[config.mk]
export PLATFORM = sky130hd
export DESIGN_NAME = alu_issue_stage
export DESIGN_NICKNAME = d
export VERILOG_FILES = /design/src/rtl/alu_issue_stage.sv
export SDC_FILE = /design/constraint.sdc
export NUM_CORES = 1
export LEC_CHECK = 0
export CORE_MARGIN = 2
export CORE_UTILIZATION = 52
export CTS_BUF_LIST = sky130_fd_sc_hd__clkbuf_16
export CTS_CLUSTER_DIAMETER = 100
export CTS_CLUSTER_SIZE = 25
export DETAILED_ROUTE_END_ITERATION = 8
export PLACE_DENSITY_LB_ADDON = 0.1
export SLEW_MARGIN = 25
export SYNTH_ARGS = -nofsm -noshare
export SYNTH_HDL_FRONTEND = slang
export SYNTH_SLANG_ARGS = --single-unit
[constraint.sdc]
create_clock -name clk_i -period 3.2 [get_ports clk_i]
set_input_delay 0.32 -clock clk_i [delete_from_list [all_inputs] [get_ports clk_i]]
set_output_delay 0.32 -clock clk_i [all_outputs]
set_load 0.02 [all_outputs]
[src/rtl/alu_issue_stage.sv]
// ALU issue stage: decodes RV32 ALU instructions and feeds operands to EX through a 2-entry skid buffer.
// Optional macro ALU_ISSUE_MUL_EN enables decode of the R-type MUL encoding.
module alu_issue_stage #(
    parameter int XLEN = 32,
    parameter int RD_W = 5
) (
    input  logic            clk_i,
    input  logic            rst_i,
    input  logic            flush_i,
    input  logic            in_valid_i,
    output logic            in_ready_o,
    input  logic [31:0]     instr_i,
    input  logic [XLEN-1:0] rs1_data_i,
    input  logic [XLEN-1:0] rs2_data_i,
    output logic            out_valid_o,
    input  logic            out_ready_i,
    output logic [2:0]      alu_ctrl_o,
    output logic [XLEN-1:0] data1_o,
    output logic [XLEN-1:0] data2_o,
    output logic [RD_W-1:0] rd_addr_o,
    output logic            reg_write_o,
    output logic            illegal_o
);
    // state | meaning
    // EMPTY | no entry held, outputs invalid
    // ONE   | HEAD valid, SKID free
    // TWO   | HEAD and SKID valid, upstream stalled
    typedef enum logic [1:0] {S_EMPTY = 2'd0, S_ONE = 2'd1, S_TWO = 2'd2} state_t;

    typedef struct packed {
        logic [2:0]      ctrl;
        logic [XLEN-1:0] d1;
        logic [XLEN-1:0] d2;
        logic [RD_W-1:0] rd;
        logic            rw;
        logic            ill;
    } entry_t;

    localparam logic [2:0] ALU_AND  = 3'b000;
    localparam logic [2:0] ALU_XOR  = 3'b001;
    localparam logic [2:0] ALU_ADD  = 3'b010;
    localparam logic [2:0] ALU_SRAI = 3'b100;
    localparam logic [2:0] ALU_SUB  = 3'b110;
    localparam logic [2:0] ALU_SLL  = 3'b111;
`ifdef ALU_ISSUE_MUL_EN
    localparam logic [2:0] ALU_MUL  = 3'b011;
`endif

    localparam entry_t ENTRY_RST = '{ctrl: ALU_ADD, d1: '0, d2: '0, rd: '0, rw: 1'b0, ill: 1'b0};

    state_t state_q, state_d;
    entry_t head_q, skid_q, dec;
    logic   acc, pop;
    logic   load_head_in, load_skid, head_from_skid;

    logic [6:0]      opcode;
    logic [2:0]      funct3;
    logic [6:0]      funct7;
    logic [XLEN-1:0] imm_sext;
    logic [4:0]      unused_rs1_idx;

    assign opcode         = instr_i[6:0];
    assign funct3         = instr_i[14:12];
    assign funct7         = instr_i[31:25];
    assign imm_sext       = {{(XLEN-12){instr_i[31]}}, instr_i[31:20]};
    assign unused_rs1_idx = instr_i[19:15];

    always_comb begin
        dec      = '{ctrl: ALU_ADD, d1: rs1_data_i, d2: rs2_data_i,
                     rd: RD_W'(instr_i[11:7]), rw: 1'b0, ill: 1'b1};
        if (opcode == 7'b0110011) begin
            dec.ill = 1'b0;
            unique case ({funct7, funct3})
                {7'b0000000, 3'b111}: dec.ctrl = ALU_AND;
                {7'b0000000, 3'b100}: dec.ctrl = ALU_XOR;
                {7'b0000000, 3'b001}: dec.ctrl = ALU_SLL;
                {7'b0000000, 3'b000}: dec.ctrl = ALU_ADD;
                {7'b0100000, 3'b000}: dec.ctrl = ALU_SUB;
`ifdef ALU_ISSUE_MUL_EN
                {7'b0000001, 3'b000}: dec.ctrl = ALU_MUL;
`endif
                default:              dec.ill  = 1'b1;
            endcase
        end else if (opcode == 7'b0010011) begin
            if (funct3 == 3'b000) begin
                dec.ill = 1'b0;
                dec.d2  = imm_sext;
            end else if (funct3 == 3'b101 && funct7 == 7'b0100000) begin
                dec.ill  = 1'b0;
                dec.ctrl = ALU_SRAI;
                dec.d2   = imm_sext;
            end
        end
        dec.rw = ~dec.ill;
    end

    always_ff @(posedge clk_i) begin
        if (rst_i) state_q <= S_EMPTY;
        else       state_q <= state_d;
    end

    assign acc = in_valid_i & in_ready_o;
    assign pop = out_valid_o & out_ready_i;

    always_comb begin
        state_d = state_q;
        if (flush_i) begin
            state_d = S_EMPTY;
        end else begin
            unique case (state_q)
                S_EMPTY: if (acc)          state_d = S_ONE;
                S_ONE:   if (acc && !pop)  state_d = S_TWO;
                         else if (!acc && pop) state_d = S_EMPTY;
                S_TWO:   if (pop)          state_d = S_ONE;
                default:                   state_d = S_EMPTY;
            endcase
        end
    end

    always_comb begin
        in_ready_o     = (state_q != S_TWO);
        out_valid_o    = (state_q != S_EMPTY);
        load_head_in   = 1'b0;
        load_skid      = 1'b0;
        head_from_skid = 1'b0;
        if (!flush_i) begin
            unique case (state_q)
                S_EMPTY: load_head_in   = acc;
                S_ONE: begin
                    load_head_in = acc & pop;
                    load_skid    = acc & ~pop;
                end
                S_TWO:   head_from_skid = pop;
                default: ;
            endcase
        end
    end

    // Payload only moves on a load; out_valid_o qualifies whatever is left behind.
    always_ff @(posedge clk_i) begin
        if (rst_i) begin
            head_q <= ENTRY_RST;
            skid_q <= ENTRY_RST;
        end else begin
            if (load_head_in)        head_q <= dec;
            else if (head_from_skid) head_q <= skid_q;
            if (load_skid)           skid_q <= dec;
        end
    end

    assign alu_ctrl_o  = head_q.ctrl;
    assign data1_o     = head_q.d1;
    assign data2_o     = head_q.d2;
    assign rd_addr_o   = head_q.rd;
    assign reg_write_o = head_q.rw;
    assign illegal_o   = head_q.ill;
endmodule

==> out/metrics.yaml <==
synth_adder_area_share_pct: 0.382
p_per_area_mw_per_mm2: 489
grt_pass1_vias: 6235
synth_common_cells: "nand2_1, dfxtp_1, a21oi_1"
avgSynthCellArea_um2: 8.22
cts_setup_buffers: 0
grt_first_pass_wirelength_mm: 29.8
holdBufCountCts: 0
ys_ff_latch: 150
yosysWarnings: 0
antenna_found_initial: 0
fmax_mhz: 390
peakVddDrop_mv: 0.407
timing.final.crit_share_pct: 80.2
clock-root-buffer: "clkbuf_16"
synth_top_family_by_area: "compound AO/OA/AOI/OAI gates"
drt_first_pass_iters: 5
synthCells: 796
slew_viol_final: 0
vias: 6571
hp-class: "primary input to register"
crit_type: "register to register"
synth.area.top_cells: "dfxtp_1, nand2_1, a21oi_1"
cts_tree: "yes"
cts.repair.resized: 0
clockBufferDepth: 2
start_util_pct: 53.8
status: "finished clean"
die_h_um: 116
synth-xor-area-share_pct: 0.134
num_antenna_cells: 0
synth_nets: 899
skew_ns: 0.0101
cp-start-kind: "register"
hold_slack_ns: 0.433
clk_pin_slew_ns: 0.06
synth_top_area_share_pct: 45.9
cp.required_ns: 3.55
worstPathMaxFanout: 37
grt_max_degree: 56
async_reset_ff_share_pct: 0
via_per_inst: 5.90
cp.arrival_ns: 2.91
finalHoldViolations: 0
h-tree-depth: 4
clk_latency_ns: 0.42
drtIter0Drc: 769
synth.most_common_cell: "nand2_1"
wl_mm: 18.7
synth_edf_count: 0
setup_tns_ns: 0
finalSetupViolations: 0
die_x_um: 116
placed_cell_area_mm2: 0.00834
p_leak_nw: 3.21
synth_top_area_cell: "dfxtp_1"
synth_compound_area_share_pct: 26.3
final_nets: 1036
clock-sinks: 150
drc: 0
synthMuxAreaShare_pct: 0.822
cts-buffers-inserted: 17
min_period_ns: 2.57
layout-drive-gt1-share_pct: 8.36
seq_area_frac_synth_pct: 45.9
area_growth_syn_to_layout_pct: 35.4
syn_area_mm2: 0.00654
globalRouteOverflowTotal: 0
post-route-cell-area_mm2: 0.00886
gp_congestion: 0.843
numPortBuffers: 171
dieArea_mm2: 0.0135
grt_use_total_pct: 27.7
rows: 40
dp_hpwl_mm: 12.1
wire_per_inst_um: 16.8
core-area_mm2: 0.0122
synth_ff_type: "dfxtp_1"
rsz0062_at_grt: "no"
endpoint_kind: "register"
ant_nets: 0
fillerInstances: 938
ios: 177
cap_violations: 0
multiInputGateArea_mm2: 0.00324
synthSimpleGateAreaFrac_pct: 21.4
seqCellArea_mm2: 0.00300
relSlewSlack_pct: 48.0
ys_types: 60
worstMarginPinSlew_ns: 0.779
registers in the layout (all words and copies together) (netlist names):
signal / flops
skid_q: 74
reg_write_o: 1
data1_o: 32
alu_ctrl_o: 3
data2_o: 32
state_q: 2
rd_addr_o: 5
illegal_o: 1
per-layer routing:
layer	track usage [%]	share of wire, %	vias to the layer above	wire (µm)
met5	0	0	-	0
met4	8.57	1.6	0	293
met3	6.33	7.1	25	1340
met2	45.7	49	291	9200
met1	36.4	42	3121	7910
li1	-	-	3134	-
power breakdown:
group	internal [mW]	switching, mW	leakage, nW	total [mW]
clock	1.04	0.738	0.271	1.78
combinational	0.286	0.298	1.72	0.584
sequential	1.93	0.0385	1.22	1.97
logic make-up (layout without fill, tap and decap cells):
logic type	count (synthesis)	in the layout
xor+xnor	1	1
buf+inv	79	228
mux	5	5
fa+ha+maj	2	2
simple gates	306	306
compound gates	253	253
flops	150	150
final timing paths:
kind | endpoint | depth (start not counted) | slack, ns | start
worst max-delay path | rd_addr_o[4] | 8 | 0.63 | state_q[0]
worst min-delay path | skid_q[73] | 2 | 0.43 | rst_i
worst max register to register | rd_addr_o[4] | 8 | 0.63 | state_q[0]
worst min register to register | data1_o[8] | 2 | 0.45 | data1_o[8]
per-stage QoR:
step           power (mW)  worst slack, ns  utilization, %  instances
6_report             4.33            0.634            72.9       1113
5_1_grt              4.50            0.416            72.9       1113
4_1_cts              4.35            0.636            72.9       1113
3_5_place_dp         2.59            0.451            68.6       1082
3_3_place_gp         2.57            0.575            68.6       1082
2_1_floorplan        2.29             1.02               -        796
area by class of cell:
type | count | area share, %
clock buffer | 17 | 4.80
clock inverter | 14 | 1.09
inverter | 7 | 0.296
multi-input combinational | 567 | 36.5
sequential | 150 | 33.9
tap | 168 | 2.37
timing repair buffer | 190 | 21.0
critical path, stage by stage, from the launching register on:
cell and delay, ns:
dfxtp_1 0.50, nand2b_1 0.23, and2_1 0.17, ha_1 0.14, mux2_2 0.18, and2_2 0.43, buf_4 0.46, a22oi_1 0.18
a21oi_1 0.19
layout by cell type, fill, tap and decap left out, types with 3 or more instances in the layout:
cell type,count
a211oi_1,26
a21oi_1,85
a22oi_1,37
a311oi_1,10
a31o_2,11
a31oi_1,15
and3_1,3
buf_4,19
clkbuf_16,17
clkdlybuf4s50_1,170
clkinv_1,3
clkinv_2,6
dfxtp_1,150
inv_1,9
mux2_2,3
nand2_1,193
nand3_1,24
nand3b_1,3
nand4_1,7
nor2_1,39
nor3_1,4
nor4_1,4
o2111ai_1,4
o211a_1,21
o21ai_0,26
o31a_1,3
or3b_2,3
Note: power is estimated with default switching activity, not from simulation.
